`config.mk`:
```
export PLATFORM = sky130hd
export DESIGN_NAME = slot_fifo_arbiter
export DESIGN_NICKNAME = d
export VERILOG_FILES = /design/src/rtl/slot_fifo_pkg.sv /design/src/rtl/slot_fifo_arbiter_rr_picker.sv /design/src/rtl/slot_fifo_arbiter.sv
export SDC_FILE = /design/constraint.sdc
export NUM_CORES = 1
export LEC_CHECK = 0
export ABC_AREA = 1
export CAP_MARGIN = 20
export CORE_ASPECT_RATIO = 0.9
export CORE_MARGIN = 2
export CORE_UTILIZATION = 45
export CTS_CLUSTER_DIAMETER = 120
export DETAILED_ROUTE_END_ITERATION = 10
export PLACE_DENSITY = 0.79
export SLEW_MARGIN = 20
export SYNTH_ARGS = -nofsm -noshare
export SYNTH_HDL_FRONTEND = slang
export SYNTH_SLANG_ARGS = --single-unit
export TNS_END_PERCENT = 100
```
`constraint.sdc`:
```
create_clock -name clk -period 2 [get_ports clk]
set_input_delay 0.2 -clock clk [delete_from_list [all_inputs] [get_ports clk]]
set_output_delay 0.2 -clock clk [all_outputs]
set_load 0.01 [all_outputs]
```
`src/rtl/slot_fifo_pkg.sv`:
```
// Shared types and constants for the slot FIFO read-side arbiter.
package slot_fifo_pkg;

  localparam int SLOT_W        = 3;
  localparam int DEF_BURST_LEN = 4;
  localparam int DEF_ADDR_W    = 11;

  typedef enum logic [1:0] {
    IDLE  = 2'd0,
    READ  = 2'd1,
    DRAIN = 2'd2
  } state_e;

  // Next round-robin start position after slot idx has been served.
  function automatic logic [SLOT_W-1:0] rr_next(input logic [SLOT_W-1:0] idx, input int n);
    return (int'(idx) >= n - 1) ? '0 : idx + 1'b1;
  endfunction

endpackage

```
`src/rtl/slot_fifo_arbiter_rr_picker.sv`:
```
// Combinational round-robin search: first set bit of eligible at or after rr_ptr.
module rr_picker
  import slot_fifo_pkg::*;
#(
  parameter int N = 4
) (
  input  logic [N-1:0]      eligible,
  input  logic [SLOT_W-1:0] rr_ptr,
  output logic [SLOT_W-1:0] winner,
  output logic              found
);

  logic [2*N-1:0] rotated;
  int             pos;

  // NOTE: every output of a combinational block gets a default first so no path leaves it unassigned (no latch).
  always_comb begin
    winner  = '0;
    found   = 1'b0;
    pos     = 0;
    rotated = {eligible, eligible} >> rr_ptr;
    for (int i = 0; i < N; i++) begin
      if (!found && rotated[i]) begin
        found = 1'b1;
        pos   = int'(rr_ptr) + i;
        if (pos >= N) pos = pos - N;
        winner = SLOT_W'(pos);
      end
    end
  end

endmodule

```
`src/rtl/slot_fifo_arbiter.sv`:
```
// Round-robin arbiter sharing one FIFO read port among NUM_SLOTS DAC slots.
// Optional per-slot underrun counters when SLOT_UNDERRUN_COUNT_EN is defined.
module slot_fifo_arbiter
  import slot_fifo_pkg::*;
#(
  parameter int NUM_SLOTS = 4,
  parameter int BURST_LEN = DEF_BURST_LEN,
  parameter int ADDR_W    = DEF_ADDR_W
) (
  input  logic                        clk,
  input  logic                        reset,
  input  logic [NUM_SLOTS-1:0]        slot_req,
  input  logic [NUM_SLOTS*ADDR_W-1:0] fifo_addr_in,
  input  logic [NUM_SLOTS*ADDR_W-1:0] fifo_addr_out,
  output logic                        fifo_read,
  output logic [SLOT_W-1:0]           fifo_slot,
  input  logic [7:0]                  fifo_data,
  output logic [NUM_SLOTS-1:0]        slot_grant,
  output logic [7:0]                  slot_data,
  output logic                        slot_data_valid,
  output logic [NUM_SLOTS-1:0]        burst_done
`ifdef SLOT_UNDERRUN_COUNT_EN
  ,
  output logic [NUM_SLOTS*8-1:0]      underrun_count
`endif
);

  localparam int BEAT_W = (BURST_LEN > 1) ? $clog2(BURST_LEN) : 1;
  localparam logic [NUM_SLOTS-1:0] ONE = {{(NUM_SLOTS-1){1'b0}}, 1'b1};

  state_e              state, state_nxt;
  logic [BEAT_W-1:0]   beat;
  logic [SLOT_W-1:0]   rr_ptr;
  logic [SLOT_W-1:0]   winner, winner_q;
  logic                found;
  logic                load_grant;
  logic                last_beat;
  logic                fifo_read_d1;
  logic                last_d1;
  logic [NUM_SLOTS-1:0] eligible;
  logic [NUM_SLOTS-1:0] starved;

  // Unsigned subtraction keeps occupancy correct across pointer wrap.
  for (genvar g = 0; g < NUM_SLOTS; g++) begin : g_occ
    logic [ADDR_W-1:0] occ;
    assign occ         = fifo_addr_in[g*ADDR_W +: ADDR_W] - fifo_addr_out[g*ADDR_W +: ADDR_W];
    assign eligible[g] = slot_req[g] && (occ >= ADDR_W'(BURST_LEN));
    assign starved[g]  = slot_req[g] && (occ <  ADDR_W'(BURST_LEN));
  end

  rr_picker #(.N(NUM_SLOTS)) u_picker (
    .eligible (eligible),
    .rr_ptr   (rr_ptr),
    .winner   (winner),
    .found    (found)
  );

  assign last_beat = (beat == BEAT_W'(BURST_LEN - 1));

  // NOTE: sequential state uses non-blocking assignments so all registers update from pre-edge values.
  always_ff @(posedge clk or negedge reset) begin
    if (!reset) state <= IDLE;
    else        state <= state_nxt;
  end

  always_comb begin
    state_nxt  = state;
    fifo_read  = 1'b0;
    load_grant = 1'b0;
    case (state)
      IDLE: begin
        if (found) begin
          load_grant = 1'b1;
          state_nxt  = READ;
        end
      end
      READ: begin
        fifo_read = 1'b1;
        if (last_beat) state_nxt = DRAIN;
      end
      DRAIN:   state_nxt = IDLE;
      default: state_nxt = IDLE;
    endcase
  end

  always_ff @(posedge clk or negedge reset) begin
    if (!reset) begin
      beat            <= '0;
      rr_ptr          <= '0;
      winner_q        <= '0;
      fifo_slot       <= '0;
      slot_grant      <= '0;
      fifo_read_d1    <= 1'b0;
      last_d1         <= 1'b0;
      slot_data       <= '0;
      slot_data_valid <= 1'b0;
      burst_done      <= '0;
    end else begin
      beat <= (state == READ && !last_beat) ? beat + 1'b1 : '0;
      if (load_grant) begin
        winner_q   <= winner;
        fifo_slot  <= winner;
        slot_grant <= ONE << winner;
      end
      if (state == DRAIN) begin
        slot_grant <= '0;
        rr_ptr     <= rr_next(winner_q, NUM_SLOTS);
      end
      // Two-stage pipeline matches the one-cycle FIFO read latency plus the output register.
      fifo_read_d1    <= fifo_read;
      last_d1         <= fifo_read && last_beat;
      slot_data_valid <= fifo_read_d1;
      slot_data       <= fifo_data;
      burst_done      <= last_d1 ? (ONE << winner_q) : '0;
    end
  end

`ifdef SLOT_UNDERRUN_COUNT_EN
  for (genvar g = 0; g < NUM_SLOTS; g++) begin : g_underrun
    logic [7:0] cnt;
    always_ff @(posedge clk or negedge reset) begin
      if (!reset) begin
        cnt <= '0;
      end else if (state == IDLE && starved[g] && cnt != 8'hFF) begin
        cnt <= cnt + 1'b1;
      end
    end
    assign underrun_count[g*8 +: 8] = cnt;
  end
`endif

endmodule

```
Word-level counts from Yosys, hierarchy flattened
Index checks and enable logic that the tools add are counted.

cells by class
  muxes and demuxes = 23
  magnitude comparators = 9
  eq/ne operators = 5
  reductions and logical operators = 16
  add/subtract/negate cells = 13
  shift operators = 3

operators with widths
  cell                                                                                  number
  11-bit by 3-bit greater-or-equal comparator with 1-bit output, second input constant  4
  11-bit subtractor                                                                     4
  3-bit two-way mux                                                                     9
  4-bit by 3-bit greater-or-equal comparator with 1-bit output, second input constant   3
  4-bit two-way mux                                                                     3
  3-bit subtractor, second input constant                                               4
  1-bit logical AND                                                                     9
  3-bit by 2-bit adder with 4-bit output, second input constant                         2
  1-bit by 3-bit left shift with 4-bit output, first input constant                     2
  8-bit by 3-bit >> shifter with 4-bit output                                           1
  1-bit two-way mux                                                                     7
  2-bit two-way mux                                                                     3
  3-bit by 1-bit adder with 4-bit output, second input constant                         1
  2-bit == test, second input constant                                                  2
  1-bit zero test                                                                       4
  2-bit inequality test, second input constant                                          2
  2-bit case mux with 2 select lines                                                    1
  3-bit by 1-bit adder with 3-bit output, second input constant                         1
  3-bit by 2-bit greater-or-equal comparator with 1-bit output, second input constant   1
  3-bit greater-or-equal comparator, second input constant                              1
  2-bit by 1-bit adder with 2-bit output, second input constant                         1
  2-bit by 1-bit == test with 1-bit output, second input constant                       1
  2-bit zero test                                                                       1
  2-bit AND reduction                                                                   1
  2-bit nonzero test                                                                    1

word-level totals
  output and inout port bits = 21
  register bits = 29
  logic and storage cells = 79
  bits of input ports = 102

Longest topological paths before layout
  depth in word-level cells = 18
  gate-level depth with buffers = 25
  gate-level depth less buffers = 25

Modules after synthesis
A second synthesis with hierarchy kept.

unflattened totals
  cells, all modules = 674
  area, all modules = 3915.0 um^2

modules (own cells, without submodules)
  module             sequential area each (um^2)  instances  cells each  area an instance (um^2)
  slot_fifo_arbiter  725.7                        1          617         3632.2
  rr_picker          0.0                          1          57          282.8

Least setup slack after synthesis
OpenSTA, ideal clock, no wires.

  path kind = in2reg
  from = input port fifo_addr_out[2]
  to = register slot_grant[1]
  path buffers = 1
  setup time = 0.117 ns
  required time = 1.883 ns
  path slack = -0.196 ns
  arrival time = 2.079 ns
  stages = 22
  path through = inv_1 > ha_1 > or2_1 > nand3_1 > nand2_1 > nand2_1 > nand2_1 > nor2_1 > nand2_1 > nor2_1 > nand2_1 > nand3_1 > nand3_1 > nand2_2 > nand2_2 > nor2_4 > nand2_1 > nand2_2 > buf_6 > nor2_2 > nand2_1 > nand2_1

on the way
  longest elaborated chain between the ends = 17
  elaborated cells between the ends (all ways) = 24
  classes of those cells = add/sub: 1; order compare: 1; shift: 2; mux: 12; reduce/logical: 8

RTL lines
  element                                                                           line                                               RTL
  start: declaration                                                                slot_fifo_arbiter.sv:14                            input logic [NUM_SLOTS*ADDR_W-1:0] fifo_addr_out,
  11-bit subtractor *                                                               slot_fifo_arbiter.sv:46                            assign occ = fifo_addr_in[g*ADDR_W +: ADDR_W] - fifo_addr_out[g*ADDR_W +: ADDR_W];
  11-bit by 3-bit greater-or-equal comparator with 1-bit output *                   slot_fifo_arbiter.sv:47                            assign eligible[g] = slot_req[g] && (occ >= ADDR_W'(BURST_LEN));
  1-bit logical AND *                                                               slot_fifo_arbiter.sv:47
  8-bit by 3-bit >> shifter with 4-bit output *                                     slot_fifo_arbiter_rr_picker.sv:21                  rotated = {eligible, eligible} >> rr_ptr;
  1-bit two-way mux                                                                 slot_fifo_arbiter_rr_picker.sv:23                  if (!found && rotated[i]) begin
  1-bit zero test                                                                   slot_fifo_arbiter_rr_picker.sv:23
  1-bit logical AND                                                                 slot_fifo_arbiter_rr_picker.sv:23
  1-bit two-way mux                                                                 slot_fifo_arbiter_rr_picker.sv:23
  1-bit zero test                                                                   slot_fifo_arbiter_rr_picker.sv:23
  1-bit logical AND                                                                 slot_fifo_arbiter_rr_picker.sv:23
  1-bit two-way mux                                                                 slot_fifo_arbiter_rr_picker.sv:23
  1-bit zero test                                                                   slot_fifo_arbiter_rr_picker.sv:23
  1-bit logical AND                                                                 slot_fifo_arbiter_rr_picker.sv:23
  3-bit two-way mux or 1-bit two-way mux (tied branches)                            slot_fifo_arbiter_rr_picker.sv:23
  1-bit by 3-bit left shift with 4-bit output or 1-bit two-way mux (tied branches)  slot_fifo_arbiter.sv:103, slot_fifo_arbiter.sv:72
  4-bit two-way mux or 1-bit two-way mux (tied branches)                            slot_fifo_arbiter.sv:100, slot_fifo_arbiter.sv:70
  4-bit two-way mux or 2-bit nonzero test (tied branches)                           n/a
  end signal: assignment                                                            slot_fifo_arbiter.sv:103                           slot_grant <= ONE << winner;
  end: declaration                                                                  slot_fifo_arbiter.sv:18                            output logic [NUM_SLOTS-1:0] slot_grant,

Mark *: on every way between the ends. The rest lies on a longest branch, timed or not. The select of a mux whose other input is x is not followed.
A chain may end at the register's enable or synchronous reset.

Worst setup path after layout
  from = input port fifo_addr_out[24]
  to = register slot_grant[1]

Same word-level chain as after synthesis.

==> metrics.cfg <==
[outcome]
status=complete, but fails checks
failed_checks=negative setup slack

[sta]
max_slew.worst_pin.slew_ns=0.365
period_share_pct=116
fin_worst_skew_ns=0.00450
rsz0062_at_grt=true
timing.hold.ws_ns=0.308
max_freq_mhz=429
relSlewSlack_pct=75.5
fin_crit_ns=2.33
layout_setup_ws_ns=-0.328
fin_tns_setup_ns=-2.38
setup-violations-final=8
hold_viol=0
drv_slew=0

[setup_path]
critPathLaunch=fifo_addr_out[24]
crit_path_end_kind=flop
worst_path_largest_cell_delay_ns=0.26
path_class=primary input to flop
critPathRequiredTime_ns=2.22
r2r_end=slot_grant[0]$_DFFE_PN0P_
slowest_stage=ha_4
critical_path.reg2reg.startpoint=rr_ptr[0]$_DFFE_PN0N_
rrSetupSlack_ns=0.06
r2r_cells=11
crit_top_cell=nand2_2
worstPathArrival_ns=2.54
start_kind=primary input
critPathMaxFanout=6
path_cells=buf_8, inv_12, ha_4, nand2_2, nand2_2, inv_2, nand2_2, nand2_1, buf_4, nand3_1, nand2_1, nand2_1, nor2_2, nand3_2, nand3_2, nand3_2, nand2_2, nand2_2, nor2_4, nand2_2, nand2_4, buf_6, nand3_2, nand2_2
crit_path_end=slot_grant[1]$_DFFE_PN0P_

[detailed_routing]
drt_iter0_markers=195
vias_per_cell=5.28
vias=4890
wl_per_cell_um=14.4
wirelength_um=13400
route.detailed.drc=0
drtPass1Iterations=5
ant_nets=0

[place]
gp_congestion=0.892
io_buffers=122
dp_hpwl_um=8570

[run]
max_cap_violations=0

[cts]
clock_latency_ns=0.27
clockRootBuffer=clkbuf_8
cts_made_buffers=5
clk_pin_slew_ns=0.06
cts_tree=built
cts_buffer_depth=2
cts_hold_buf=0
clkSinkCount=29
htreeDepth=2

[floorplanning]
initial_utilization_pct=46.4
coreArea_sq_um=8030
ioPinCount=123
dieArea_sq_um=9030
num_rows=31
die_h_um=90.4
die_w_um=100

[synth]
synth_compound_area_share_pct=6.54
synth_top_area_cell=nand2_1
synth_flop_cell=dfrtp_1
synthMuxAreaShare_pct=0
mappedNetlistNets=784
synthDistinctLibCells=27
ys_seq_area_share_pct=19.5
synth_seq_cells=29
synth.top_cell.area_share_pct=21.1
yosysMostFrequentCell=nand2_1
synth_top_family_by_area=simple AND/OR/NAND/NOR gates
synth.cell_area_sq_um=3730
yosys.area_share.simple_pct=43.2
synth_warnings=0
synthAdderAreaFrac_pct=15.8
synthArstFlopShare_pct=100
syn_area_per_cell_sq_um=5.87
synth_edf_count=0
synth.area.top_cells=nand2_1 21%, dfrtp_1 19%, ha_1 16%
synthTopCellsByCount=210 x nand2_1, 130 x inv_1, 68 x nor2_1
synth_xor_xnor_area_share_pct=1.64
synth_cells=635

[worst_hold_path]
hold_path.class=primary input to asynchronous set/reset pin

[grt]
antenna_found_initial=0
grt_pass1_wl_um=20100
gr-usage-all-layers_pct=26.3
first_global_vias=4782
grt_max_degree=30
grt_overflow=0

[pwr]
p_sw_uw=2000
p_int_uw=2310
power_density_nw_per_um2=633
leakage_uw=0.00349
pwr-share-seq_pct=20.3
ir_drop_mv=0.591
switching_share_pct=46.4
power_frac_comb_pct=69.2
pwr-share-clk_pct=10.5

[final_layout]
fin_nets=976
multiInputGateArea_sq_um=3870
regArea_sq_um=726
drive_gt1_share_pct=49.4
synthToLayoutAreaGrowth_pct=82.7
insertedDiodeCount=0
nFillCells=457
final_util_pct=84.8

==> how the worst min path moves through the flow <==
stage | start | end | slack (ns)
6_report | reset | slot_data[4]$_DFF_PN0_ | 0.31
5_1_grt | reset | slot_data[4]$_DFF_PN0_ | 0.35
4_1_cts | reset | slot_data[7]$_DFF_PN0_ | 0.31
3_5_place_dp | fifo_read_d1$_DFF_PN0_ | slot_data_valid$_DFF_PN0_ | 0.34
3_3_place_gp | fifo_read_d1$_DFF_PN0_ | slot_data_valid$_DFF_PN0_ | 0.33
2_1_floorplan | reset | beat[0]$_DFF_PN0_ | -0.1
==> cells in the final DEF, fill, tap and decap left out, types with 3 or more instances in the layout <==
cell and n:
nand4_1 11, ha_4 38, clkbuf_8 5, nand3_2 36, xor2_1 4, nor3_2 3
a21oi_4 6, a21oi_2 11, nand2_4 31, a21oi_1 5, clkdlybuf4s50_1 42, inv_2 55
buf_6 6, xnor2_1 3, nor2_4 11, inv_4 5, nor2_2 22, buf_4 60
nand2_1 124, a21o_1 4, nand3_1 25, clkbuf_2 23, nand3b_1 8, dlygate4sd2_1 21
dfrtp_1 29, nand2_2 63, o21ai_0 3, nor2_1 38, clkdlybuf4s15_1 16, buf_2 17
ha_1 7, inv_1 69
==> layer usage <==
layer  wire length, um  track usage [%]
met5                 0                0
met4               347             6.28
met3               797             3.41
met2              6930             51.2
met1              5280             29.7
==> area by class of cell <==
cell class,instances,area share [%]
multi-input combinational,475,56.8
timing repair buffer,186,22.0
sequential,29,10.7
inverter,130,7.53
tap,99,1.82
clock buffer,6,1.07
clock inverter,2,0.147
==> kinds of logic (layout without fill, tap and decap cells) <==
| logic type | after synthesis | in the layout |
|---|---|---|
| adder cells (fa/ha/maj) | 47 | 47 |
| XOR/XNOR | 7 | 7 |
| flip-flops | 29 | 29 |
| AO/OA/AOI/OAI | 42 | 42 |
| buffers and inverters | 131 | 324 |
| AND/OR/NAND/NOR | 379 | 379 |
==> registers in the layout, indices dropped and copies added (netlist names), 2 cells and up <==
register    count
beat            2
burst_done      4
rr_ptr          3
slot_data       8
slot_grant      4
state           2
winner_q        3
==> power groups by stage <==
stage               sequential (uW)  combinational, uW  clock (uW)
finish                          877               2980         453
global route                    892               3250         491
CTS                             869               2680         457
detailed placement              865               2250           0
global placement                858               2160           0
floorplan                       866               1400           0
==> timing repair <==
| item | in CTS | in global routing |
|---|---|---|
| setup buffers | 17 | 6 |
| setup endpoints to repair | 8 | 8 |
| pin swaps | 196 | 158 |
| gates resized for setup | 364 | 149 |
==> worst max-delay path: cells and delay by family <==
kind,cells,cell delay (ns)
adders and majority gates,1,0.26
buffers and inverters,5,0.46
and+or+nand+nor,18,1.61
==> stage by stage <==
step | worst slack (ns) | std cells | power [uW] | cell area (sq um)
after detailed placement | -0.995 | 896 | 3120 | 5700
final | -0.328 | 927 | 4310 | 6810
after global placement | -0.881 | 896 | 3010 | 5700
after CTS | -0.225 | 921 | 4000 | 6540
after global routing | -0.463 | 927 | 4630 | 6810
after floorplan | -0.119 | 635 | 2260 | 4060
No activity file was read; power rests on OpenSTA's default activity.
==> RTL change: new RTL, same settings <==
The parameter `NUM_SLOTS` goes from 4 to 8.
--- a/src/rtl/slot_fifo_arbiter.sv
+++ b/src/rtl/slot_fifo_arbiter.sv
@@ -3,7 +3,7 @@
 module slot_fifo_arbiter
   import slot_fifo_pkg::*;
 #(
-  parameter int NUM_SLOTS = 4,
+  parameter int NUM_SLOTS = 8,
   parameter int BURST_LEN = DEF_BURST_LEN,
   parameter int ADDR_W    = DEF_ADDR_W
 ) (
Ports: changed (5 resized); port bits go from 123 to 223. No check against the original RTL was run, so the function may have changed too.
==> RTL change against the original RTL <==
  * The flow still finishes with violations (setup timing)
  * Count of clock-buffer cells in the layout stayed put
  * Total power is 98% higher
  * Non-clock buffer count is 192 higher
  * Routed wire length is 110% higher
  * Worst setup slack worse by 0.59 ns
  * Sequential cell count is 8 higher
  * Via count is 100% higher
  * Clock skew hardly changed
  * Synthesized area is 91% higher
  * Design area is 94% higher
==> RTL change: results (changes against the original RTL) <==
run_status:
  outcome: "complete, but fails checks"
  violations: "setup timing"
clock_tree:
  cts_root_buf: "clkbuf_16"
  post_cts_resized: 812  # +120%
  cts_sinks: 37  # +28%
grt:
  grt_pass1_vias: 9580  # +100%
  track_usage: 0.3042  # +0.04153
  antenna_found_initial: 1  # +1
  grt_use_met3: 0.03936  # +0.005305
synthesis:
  ys_seq_area_frac: 0.1301  # -0.06458
  yosys-top-cells-area: "nand2_1 24%, ha_1 16%, inv_1 14%"
  synth_xor_area_frac: 0.01968  # +0.003241
detailed_routing:
  met2RoutedLength_um: 14270  # +110%
  drt_wl_total_um: 27870  # +110%
  wl_met1_um: 10760  # +100%
final_layout:
  antennaDiodeCount: 1  # +1
  n_fill_cell: 905  # +98%
  multi_input_area_share: 0.5888  # +0.02088
  drive_gt1_frac: 0.5000  # +0.006039
  num-multi-input-gates: 971  # +100%
  layout.area.seq_um2: 925.9  # +28%
  top_regs: "burst_done x8, slot_data x8, slot_grant x8"
  nNonClkBuffers: 378  # +100%
placement:
  place_ws_ns: -1.584  # -0.5890 ns
pwr:
  irDropWorstVdd_v: 0.0004940  # -16%
  combPwrFrac: 0.789  # +0.097
  p_int_mw: 4.321  # +87%
  switching_share: 0.4951  # +0.03068
sta:
  layout_setup_ws_ns: -0.9185  # -0.5901 ns
  worstMarginPinSlew_ns: 0.6535  # +0.2889 ns
  setup_viol: 12  # +4
worst_setup_path:
  max_stage_delay_ns: 0.31  # +0.05 ns
  crit_arrival_ns: 3.09  # +0.55 ns
[RTL change: cell types whose count changed after synthesis, sizes merged, moves of 16 or more]
cell | unedited run | this run
ha | 47 | 89
nand2 | 219 | 463
nor2 | 71 | 132
nand3 | 63 | 153
inv | 130 | 277
a21oi | 22 | 38
[RTL change: worst paths after layout]
check | start | endpoint | slack, ns | cells past startpoint
max | fifo_addr_in[68] | winner_q[0] | -0.92 | 26
min | reset | slot_data[0] | 0.34 | 2
max reg2reg | rr_ptr[0] | winner_q[0] | -0.24 | 14
min reg2reg | fifo_read_d1 | slot_data_valid | 0.35 | 0
max in group asynchronous | reset | burst_done[2] | 1.33 | 2
min in group clk | fifo_read_d1 | slot_data_valid | 0.35 | 0
[RTL change: stage by stage]
step	instances	instance area (um^2)	setup TNS (ns)
floorplan	1292	8053	-6.137
global placement	1810	11270	-17.09
detailed placement	1810	11270	-18.29
CTS	1862	12650	-7.474
global route	1874	13190	-12.96
finish	1875	13190	-10.16
